### src/rtl/hazard_pkg.sv
// ---------------------------------------------------------------------------
// hazard_pkg
// Shared types and constants for the pipeline hazard controller.
//   state_t     : controller states (RUN, BR_WAIT)
//   ST_RUN/ST_BR_WAIT : state encodings as plain logic constants
//   NOP_INSTR   : all-zero instruction word loaded on a flush
//   SB_MAX      : largest pending-write count per register (EX, MEM, WB)
//   sb_next()   : saturating next value of one scoreboard counter
// ---------------------------------------------------------------------------
package hazard_pkg;

    typedef enum logic [0:0] {
        RUN     = 1'b0,
        BR_WAIT = 1'b1
    } state_t;

    localparam logic [0:0]  ST_RUN     = RUN;
    localparam logic [0:0]  ST_BR_WAIT = BR_WAIT;

    localparam logic [21:0] NOP_INSTR  = 22'b0;
    localparam logic [1:0]  SB_MAX     = 2'd3;

    // Issue and retire on the same register cancel; otherwise step once,
    // holding at the ends of the range instead of wrapping.
    function automatic logic [1:0] sb_next(input logic [1:0] cnt,
                                           input logic       inc,
                                           input logic       dec);
        logic [1:0] res;
        case ({inc, dec})
            2'b10:   res = (cnt == SB_MAX) ? cnt : cnt + 2'd1;
            2'b01:   res = (cnt == 2'd0)   ? cnt : cnt - 2'd1;
            default: res = cnt;
        endcase
        return res;
    endfunction

endpackage

### src/rtl/hazard_scoreboard.sv
// ---------------------------------------------------------------------------
// hazard_scoreboard
// Per-register pending-write counters and the RAW hazard compare.
//   clk, rst           : clock, asynchronous active-high reset
//   inc_en, inc_addr   : an instruction writing inc_addr issues to execute
//   dec_en, dec_addr   : writeback commits a write to dec_addr
//   src, src_used      : three decode source addresses (src1 in LSBs) + mask
//   hz                 : some used source still has a write in flight
//   busy               : per-register "write in flight" flags
// ---------------------------------------------------------------------------
module hazard_scoreboard
    import hazard_pkg::*;
#(
    parameter int NREG      = 16,
    parameter int AW        = 4,
    parameter int WB_BYPASS = 1
) (
    input  logic              clk,
    input  logic              rst,
    input  logic              inc_en,
    input  logic [AW-1:0]     inc_addr,
    input  logic              dec_en,
    input  logic [AW-1:0]     dec_addr,
    input  logic [3*AW-1:0]   src,
    input  logic [2:0]        src_used,
    output logic              hz,
    output logic [NREG-1:0]   busy
);

    logic [1:0] cnt_r [NREG];

    // Pending-write counters, one per architectural register.
    always_ff @(posedge clk or posedge rst) begin
        if (rst) begin
            for (int r = 0; r < NREG; r++) begin
                cnt_r[r] <= 2'd0;
            end
        end else begin
            for (int r = 0; r < NREG; r++) begin
                cnt_r[r] <= sb_next(cnt_r[r],
                                    inc_en && (inc_addr == AW'(r)),
                                    dec_en && (dec_addr == AW'(r)));
            end
        end
    end

    // Busy flags straight from the counters.
    always_comb begin
        busy = {NREG{1'b0}};
        for (int r = 0; r < NREG; r++) begin
            busy[r] = (cnt_r[r] != 2'd0);
        end
    end

    // Hazard compare. With write-before-read in the register file, the last
    // outstanding write landing this cycle is already visible to decode.
    always_comb begin
        hz = 1'b0;
        for (int k = 0; k < 3; k++) begin
            for (int r = 0; r < NREG; r++) begin
                hz = hz || (src_used[k] &&
                            (src[k*AW +: AW] == AW'(r)) &&
                            (cnt_r[r] != 2'd0) &&
                            !((WB_BYPASS != 0) && (cnt_r[r] == 2'd1) &&
                              dec_en && (dec_addr == AW'(r))));
            end
        end
    end

endmodule

### src/rtl/hazard_controller.sv
// ---------------------------------------------------------------------------
// hazard_controller
// Pipeline sequencing: RAW stalls from a write scoreboard and a branch-wait
// sequence that holds fetch until writeback redirects the PC.
//   clk, rst        : pipeline clock, asynchronous active-high reset
//   dec_*           : decode-stage instruction usage (sources, dest, branch)
//   wb_*            : writeback feedback (register write, PC update)
//   fd_enable       : fetch->decode register / PC advance (0 = hold)
//   fd_flush        : load a NOP into fetch->decode
//   de_bubble       : load zero controls into decode->execute
//   busy            : per-register pending-write flags
//   br_error        : sticky, a branch never resolved within BR_TIMEOUT
//   stall_cycles    : saturating count of bubble cycles
// ---------------------------------------------------------------------------
module hazard_controller
    import hazard_pkg::*;
#(
    parameter int NREG       = 16,
    parameter int AW         = 4,
    parameter int WB_BYPASS  = 1,
    parameter int BR_TIMEOUT = 8,
    parameter int PERF_W     = 16
) (
    input  logic              clk,
    input  logic              rst,
    input  logic              dec_valid,
    input  logic [3*AW-1:0]   dec_src,
    input  logic [2:0]        dec_src_used,
    input  logic              dec_writes_reg,
    input  logic [AW-1:0]     dec_dest,
    input  logic              dec_pc_src,
    input  logic              wb_reg_write,
    input  logic [AW-1:0]     wb_dest,
    input  logic              wb_pc_src,
    output logic              fd_enable,
    output logic              fd_flush,
    output logic              de_bubble,
    output logic [NREG-1:0]   busy,
    output logic              br_error,
    output logic [PERF_W-1:0] stall_cycles
);

    localparam int            TW       = $clog2(BR_TIMEOUT + 1);
    localparam logic [TW-1:0] TMR_LAST = TW'(BR_TIMEOUT - 1);

    logic              hz_s;
    logic              issue_s;
    logic              err_set_s;
    logic [0:0]        state_r;
    logic [0:0]        state_nxt_s;
    logic [TW-1:0]     timer_r;
    logic [TW-1:0]     timer_nxt_s;
    logic              br_error_r;
    logic [PERF_W-1:0] stall_r;

    // A register-writing instruction enters execute only when not bubbled.
    assign issue_s = dec_valid && !de_bubble && dec_writes_reg;

    hazard_scoreboard #(
        .NREG      (NREG),
        .AW        (AW),
        .WB_BYPASS (WB_BYPASS)
    ) u_sb (
        .clk      (clk),
        .rst      (rst),
        .inc_en   (issue_s),
        .inc_addr (dec_dest),
        .dec_en   (wb_reg_write),
        .dec_addr (wb_dest),
        .src      (dec_src),
        .src_used (dec_src_used),
        .hz       (hz_s),
        .busy     (busy)
    );

    // Pipeline controls and next-state; everything is idle while in reset.
    always_comb begin
        fd_enable   = 1'b1;
        fd_flush    = 1'b0;
        de_bubble   = 1'b0;
        state_nxt_s = state_r;
        timer_nxt_s = timer_r;
        err_set_s   = 1'b0;
        if (rst) begin
            state_nxt_s = ST_RUN;
        end else begin
            case (state_r)
                ST_RUN: begin
                    // A hazard wins over a branch: the branch waits in decode.
                    if (hz_s && dec_valid) begin
                        fd_enable = 1'b0;
                        de_bubble = 1'b1;
                    end else if (dec_valid && dec_pc_src) begin
                        fd_flush    = 1'b1;
                        state_nxt_s = ST_BR_WAIT;
                        timer_nxt_s = {TW{1'b0}};
                    end else begin
                        fd_enable = 1'b1;
                    end
                end
                ST_BR_WAIT: begin
                    fd_enable = 1'b0;
                    fd_flush  = 1'b1;
                    de_bubble = 1'b1;
                    if (wb_pc_src) begin
                        state_nxt_s = ST_RUN;
                    end else if (timer_r == TMR_LAST) begin
                        err_set_s   = 1'b1;
                        state_nxt_s = ST_RUN;
                    end else begin
                        timer_nxt_s = timer_r + TW'(1);
                    end
                end
                default: begin
                    state_nxt_s = ST_RUN;
                end
            endcase
        end
    end

    // FSM state and branch-wait timer.
    always_ff @(posedge clk or posedge rst) begin
        if (rst) begin
            state_r <= ST_RUN;
            timer_r <= {TW{1'b0}};
        end else begin
            state_r <= state_nxt_s;
            timer_r <= timer_nxt_s;
        end
    end

    // Sticky branch-timeout flag.
    always_ff @(posedge clk or posedge rst) begin
        if (rst) begin
            br_error_r <= 1'b0;
        end else if (err_set_s) begin
            br_error_r <= 1'b1;
        end else begin
            br_error_r <= br_error_r;
        end
    end

    // Saturating bubble-cycle counter.
    always_ff @(posedge clk or posedge rst) begin
        if (rst) begin
            stall_r <= {PERF_W{1'b0}};
        end else if (de_bubble && (stall_r != {PERF_W{1'b1}})) begin
            stall_r <= stall_r + PERF_W'(1);
        end else begin
            stall_r <= stall_r;
        end
    end

    assign br_error     = br_error_r;
    assign stall_cycles = stall_r;

endmodule

### config.mk
export PLATFORM = sky130hd
export DESIGN_NAME = hazard_controller
export DESIGN_NICKNAME = d
export VERILOG_FILES = /design/src/rtl/hazard_pkg.sv /design/src/rtl/hazard_scoreboard.sv /design/src/rtl/hazard_controller.sv
export SDC_FILE = /design/constraint.sdc
export NUM_CORES = 1
export LEC_CHECK = 0
export CAP_MARGIN = 5
export CORE_ASPECT_RATIO = 0.5
export CORE_MARGIN = 2
export CORE_UTILIZATION = 60
export DETAILED_ROUTE_END_ITERATION = 12
export GPL_TIMING_DRIVEN = 0
export PLACE_DENSITY = 0.87
export SYNTH_ARGS = -nofsm -noshare
export SYNTH_HDL_FRONTEND = slang
export SYNTH_HIERARCHICAL = 1
export SYNTH_SLANG_ARGS = --single-unit
### constraint.sdc
create_clock -name clk -period 10 [get_ports clk]
set_clock_uncertainty 0.05 [all_clocks]
set_input_delay 2 -clock clk [delete_from_list [all_inputs] [get_ports clk]]
set_output_delay 2 -clock clk [all_outputs]
set_load 0.005 [all_outputs]
==> results of run 1 <==
==> layer usage <==
layer	share of wire, %	global-route usage [%]	up-vias	wire [um]
met3	8.0	6.39	24	941
li1	-	-	2050	-
met5	0	0	-	0
met4	1.7	10.4	0	199
met2	45	48.9	182	5230
met1	46	38.2	2002	5330
==> cells in the final DEF, fill, tap and decap left out, drive strengths merged, types with 11 or more instances in the layout <==
cell and instances:
a31oi 21, nor2 61, xnor2 23, a21oi 18, ha 54, dfrtp 54
nand4 16, clkdlybuf4s50 59, nand3 18, inv 69, nand2 35, o31ai 11
buf 12
==> state kept, by name, indices dropped and copies added (netlist names) <==
register      cells
stall_cycles     16
br_error          1
timer_r           4
state_r           1
u_sb/cnt_r       32
==> per-stage QoR <==
| stage | worst slack [ns] | util [%] | power, W | instance area, sq um |
|---|---|---|---|---|
| global route | 2.37 | 74.7 | 0.00121 | 5530 |
| finish | 2.54 | 74.7 | 0.00111 | 5530 |
| global placement | 2.70 | 72.2 | 0.000889 | 5350 |
| CTS | 2.65 | 74.7 | 0.00111 | 5530 |
| detailed placement | 2.67 | 72.6 | 0.000915 | 5380 |
| floorplan | 4.26 | - | 0.000695 | 4640 |
==> kinds of logic after synthesis <==
family          share of synthesized area (%)
fa+ha+maj                                14.6
xor+xnor                                 5.10
buf+inv                                  7.50
compound gates                           17.6
simple gates                             23.6
flops                                    29.1
mux                                      2.56
==> layout make-up <==
class | count | area share (%)
clock inverter | 2 | 0.294
buffer | 15 | 1.67
sequential | 54 | 24.4
clock buffer | 6 | 2.51
timing repair buffer | 60 | 11.2
inverter | 68 | 4.61
multi-input combinational | 405 | 53.1
tap | 96 | 2.17
==> report_power, final <==
group	internal, W	total, W	switching [W]
registers	0.000287	0.000370	0.0000831
logic	0.000270	0.000552	0.000282
clock network	0.000101	0.000191	0.0000897
==> worst paths after layout <==
kind	from	endpoint	slack, ns
setup / recovery	wb_dest[2]	fd_enable	2.54
hold / removal	br_error	br_error	0.47
setup reg to reg	u_sb/cnt_r[19]	u_sb/cnt_r[31]	5.43
hold reg to reg	br_error	br_error	0.47
max in group asynchronous	rst	stall_cycles[13]	7.02
min in group asynchronous	rst	u_sb/cnt_r[6]	2.23
==> critical path, cell delays in order <==
cell,delay [ns]
clkdlybuf4s50_1,0.47
nor2_2,0.44
a31oi_1,0.32
nand2_1,0.13
nand4_1,0.13
a2111oi_2,0.41
nand4_1,0.29
a21oi_1,0.40
nor2_1,0.20
inv_1,0.11
clkdlybuf4s50_1,0.50
==> flow_metrics.py, run 1 <==
metrics = {
    "status": {
        "status": "finished clean",
    },
    "synthesis": {
        "synth-edff-count": 0,
        "synthTopCellsByArea": "dfrtp_1 (29%), ha_1 (15%), inv_1 (5.5%)",
        "synth_top_area_cell": "dfrtp_1",
        "synth_area_sq_um": 4640,
        "ys_seq_area_share_pct": 29.1,
        "synth_most_common_cell": "inv_1",
        "synth.distinct_cells": 64,
        "async_reset_ff_share_pct": 100,
        "syn-num-nets": 626,
        "synth_flop_cell": "dfrtp_1",
        "ys_ff_latch": 54,
        "ys_warn_count": 6,
        "ys_top_cells_by_count": "inv_1 (68), nor2_1 (60), dfrtp_1 (54), ha_1 (54), nand2_1 (35)",
        "netlist_instances": 542,
        "netlist.area_leader.share_pct": 29.1,
        "syn_avg_cell_area_sq_um": 8.56,
    },
    "hold_path": {
        "holdCritPathClass": "reg2reg",
        "hold_depth": 1,
    },
    "clock_network": {
        "clk_pin_slew_ns": 0.07,
        "cts_sinks": 54,
        "clk_latency_ns": 0.31,
        "ctsHoldBuffers": 0,
        "cts_made_buffers": 5,
        "clockBufferDepth": 2,
        "cts_htree_levels": 2,
        "cts_setup_buffers": 0,
        "cts_resized": 0,
        "cts_tree": "built",
        "cts-root-buf": "clkbuf_16",
    },
    "timing": {
        "finalHoldViolations": 0,
        "finalCriticalPeriod_ns": 7.46,
        "grt_setup_unrepaired": "no",
        "finalSetupTns_ns": 0,
        "post-route-period-util_pct": 74.6,
        "hold_slack_ns": 0.471,
        "slew_headroom_pct": 43.5,
        "worstMarginPinSlew_ns": 0.847,
        "setup_viol": 0,
        "fmax_mhz": 134,
        "drv_slew": 0,
    },
    "grt": {
        "antenna_found_initial": 0,
        "track_usage_pct": 29.4,
        "grt_overflow": 0,
        "first_global_vias": 4124,
        "grt_pass1_wl_um": 19500,
        "grt_max_degree": 23,
    },
    "job": {
        "cap_violations": 0,
    },
    "power_and_ir_drop": {
        "power_density_nw_per_um2": 201,
        "ir_drop_mv": 0.136,
        "power_leakage_nw": 2.43,
    },
    "routing": {
        "drc": 0,
        "vias": 4258,
        "drt_iter0_markers": 345,
        "dr.pass1.iters": 5,
        "viasPerCell": 6.03,
        "avgRoutedWirePerCell_um": 16.6,
        "wirelength_um": 11700,
        "ant_nets": 0,
    },
    "cells_and_area": {
        "area_growth_pct": 19.3,
        "fin_nets": 693,
        "regArea_sq_um": 1350,
        "drive_gt1_share_pct": 6.72,
        "antenna_cells": 0,
        "multiInputGateArea_sq_um": 2940,
        "final.fill_count": 548,
        "final_cell_count_no_fill": 706,
    },
    "worst_setup_path": {
        "worstRegToRegCells": 18,
        "required_ns": 7.95,
        "cp-end-kind": "output pin",
        "crit_path_start_kind": "input pin",
        "critical_path_class": "in2out",
        "cp_max_fo": 10,
        "worstPathArrival_ns": 5.41,
    },
    "placement": {
        "io_buffers": 59,
        "place_congestion": 0.936,
        "dp_cells": 698,
        "dp_hpwl_um": 8920,
    },
    "floorplanning": {
        "num_io_pins": 66,
        "initial_core_util_pct": 62.6,
        "core_sq_um": 7400,
        "die-area_sq_um": 8490,
        "std_cell_rows": 22,
        "die_w_um": 128,
        "die_y_um": 66.2,
    },
}
Power figures use the tool's default switching activity.
==> run 2, diff against run 1 <==
--- a/config.mk
+++ b/config.mk
@@ -8,10 +8,10 @@
 export CAP_MARGIN = 5
 export CORE_ASPECT_RATIO = 0.5
 export CORE_MARGIN = 2
-export CORE_UTILIZATION = 60
+export CORE_UTILIZATION = 56
 export DETAILED_ROUTE_END_ITERATION = 12
 export GPL_TIMING_DRIVEN = 0
-export PLACE_DENSITY = 0.87
+export PLACE_DENSITY = 0.82
 export SYNTH_ARGS = -nofsm -noshare
 export SYNTH_HDL_FRONTEND = slang
 export SYNTH_HIERARCHICAL = 1
==> constraint.sdc (replaced) <==
create_clock -name clk -period 7.2 [get_ports clk]
set_clock_uncertainty 0.05 [all_clocks]
set_input_delay 1.44 -clock clk [delete_from_list [all_inputs] [get_ports clk]]
set_output_delay 1.44 -clock clk [all_outputs]
set_load 0.005 [all_outputs]
==> run 2 against run 1 <==
  * First-iteration DRC count up 33%
  * Critical path depth unchanged
  * Combinational power up 38%
  * Highest routed layer unchanged
==> flow_metrics.py, run 2 (synthesis gave the netlist of run 1 again) <==
metrics = {
    "status": {
        "status": "finished clean",
    },
    "routing": {
        "dr.pass1.iters": 6,
        "viasPerCell": 5.89,
        "drc": 0,
        "avgRoutedWirePerCell_um": 15.5,
        "wirelength_um": 11200,
        "drt_iter0_markers": 460,
        "ant_nets": 0,
        "vias": 4256,
    },
    "floorplanning": {
        "initial_core_util_pct": 57.8,
        "die_y_um": 68.4,
        "std_cell_rows": 23,
        "die_w_um": 133,
        "core_sq_um": 8030,
        "die-area_sq_um": 9070,
        "num_io_pins": 66,
    },
    "job": {
        "cap_violations": 0,
    },
    "cells_and_area": {
        "largest_register": "u_sb/cnt_r",
        "final_common_cell": "inv_1",
        "final_cell_mix": "inv_1 (68), nor2_1 (60), clkdlybuf4s50_1 (59)",
        "drive_gt1_share_pct": 6.72,
        "final.fill_count": 618,
        "fin_nets": 693,
        "final_cell_count_no_fill": 722,
        "largest_reg_flops": 32,
        "fin_util_pct": 69.2,
        "antenna_cells": 0,
        "final_cell_area_sq_um": 5550,
        "area_growth_pct": 19.7,
    },
    "clock_network": {
        "clk_pin_slew_ns": 0.07,
        "cts_tree": "built",
        "ctsHoldBuffers": 0,
        "cts_htree_levels": 2,
        "cts_setup_buffers": 0,
        "cts_resized": 0,
        "clk_latency_ns": 0.30,
        "clockBufferDepth": 2,
        "cts_sinks": 54,
        "cts-root-buf": "clkbuf_16",
        "cts_made_buffers": 5,
    },
    "timing": {
        "setup_viol": 0,
        "drv_slew": 0,
        "slew_headroom_pct": 43.1,
        "fmax_mhz": 158,
        "finalCriticalPeriod_ns": 6.33,
        "worstMarginPinSlew_ns": 0.852,
        "post-route-period-util_pct": 87.9,
        "finalSetupTns_ns": 0,
        "grt_setup_unrepaired": "no",
        "finalHoldViolations": 0,
    },
    "power_and_ir_drop": {
        "p_int_w": 0.000913,
        "power_leakage_nw": 2.43,
        "switching_share_pct": 40.6,
        "power_density_nw_per_um2": 277,
        "seq_power_share_pct": 33.5,
        "p_switching_w": 0.000623,
        "combPwrFrac_pct": 49.6,
        "p_total_w": 0.00154,
        "ir_drop_mv": 0.188,
        "p_clk_share_pct": 16.9,
    },
    "hold_path": {
        "holdCritPathClass": "reg2reg",
        "hold_depth": 1,
    },
    "worst_setup_path": {
        "worstPathArrival_ns": 4.84,
        "cp-end-kind": "output pin",
        "worstRegToRegCells": 18,
        "crit_cells": 11,
        "cp_max_fo": 10,
        "path_cells": "clkdlybuf4s50_1 -> nor2_2 -> a31oi_1 -> a32oi_1 -> o221ai_1 -> nor4_1 -> nand4_1 -> a21oi_1 -> nor2_1 -> inv_1 -> clkdlybuf4s50_1",
        "cp_top_family": "simple AND/OR/NAND/NOR gates",
        "cpMostUsedCell": "clkdlybuf4s50_1",
        "critical_path_class": "in2out",
        "critical_path_buf_inv_count": 3,
        "crit_path_start_kind": "input pin",
        "critical_path.max_stage_delay_ns": 0.50,
        "required_ns": 5.71,
        "cpMaxStageDelayCell": "clkdlybuf4s50_1",
    },
    "grt": {
        "first_global_vias": 3803,
        "grt_overflow": 0,
        "track_usage_pct": 25.1,
        "grt_max_degree": 23,
        "grt_pass1_wl_um": 18100,
        "antenna_found_initial": 0,
    },
    "placement": {
        "place_congestion": 0.965,
        "dp_cells": 714,
        "dpl-instance-area_sq_um": 5400,
        "io_buffers": 59,
        "dp_hpwl_um": 8550,
    },
}
-- run 2: changes by cell type in the layout (fill, tap and decap cells not counted) --
cell | before | now
inv_6 | 1 | 0
clkinvlp_4 | 1 | 0
clkinv_4 | 0 | 2
-- run 2: final cells by class --
| cell class | count | area (sq um) | share of cell area, % |
|---|---|---|---|
| clock inverter | 2 | 17.5 | 0.315 |
| inverter | 68 | 255 | 4.60 |
| clock buffer | 6 | 139 | 2.50 |
| tap | 112 | 140 | 2.52 |
| sequential | 54 | 1350 | 24.3 |
| timing repair buffer | 60 | 618 | 11.1 |
| multi-input combinational | 405 | 2940 | 52.9 |
| buffer | 15 | 92.6 | 1.67 |
-- run 2: stage by stage --
| step | hold slack (ns) | worst slack (ns) |
|---|---|---|
| 2_1_floorplan | 0.416 | 2.48 |
| 3_3_place_gp | 0.422 | 1.01 |
| 3_5_place_dp | 0.439 | 0.994 |
| 4_1_cts | 0.441 | 0.986 |
| 5_1_grt | 0.500 | 0.764 |
| 6_report | 0.436 | 0.874 |
-- run 2: worst register-to-register path: cells and delay by family (launching register included) --
kind	cells	cell delay (ns)
AND/OR/NAND/NOR	7	1.77
AO/OA/AOI/OAI	7	1.49
adder cells (fa/ha/maj)	2	0.56
flip-flops	1	0.42
buffers and inverters	2	0.25
-- run 2: path summary, 6_finish.rpt --
path	startpoint	slack, ns	end
worst max-delay path	wb_dest[2]	0.87	fd_enable
worst min-delay path	br_error	0.44	br_error
worst max register to register	u_sb/cnt_r[13]	2.59	u_sb/cnt_r[29]
worst min register to register	br_error	0.44	br_error
max in group asynchronous	rst	4.76	timer_r[1]
min in group asynchronous	rst	1.69	u_sb/cnt_r[17]
-- run 2: power by group through the flow --
stage	registers (W)	logic (W)	clock network [W]
after detailed placement	0.000518	0.000747	0
after global placement	0.000512	0.000726	0
final	0.000514	0.000762	0.000260
after floorplan	0.000492	0.000473	0
after CTS	0.000514	0.000755	0.000264
after global routing	0.000531	0.000847	0.000277
-- run 2: routing by layer --
layer  share of wire (%)  track usage (%)
met5                   0                0
met4                 1.8             6.72
met3                 9.1             5.63
met2                  44             42.1
met1                  45             33.5
==> run 3, diff against run 2 <==
--- a/config.mk
+++ b/config.mk
@@ -11,6 +11,7 @@
 export CORE_UTILIZATION = 56
 export DETAILED_ROUTE_END_ITERATION = 12
 export GPL_TIMING_DRIVEN = 0
+export HOLD_SLACK_MARGIN = 0.05
 export PLACE_DENSITY = 0.82
 export SYNTH_ARGS = -nofsm -noshare
 export SYNTH_HDL_FRONTEND = slang
==> results of run 3 <==
Same layout as run 2: the final DEF is identical, and so are final timing and power.
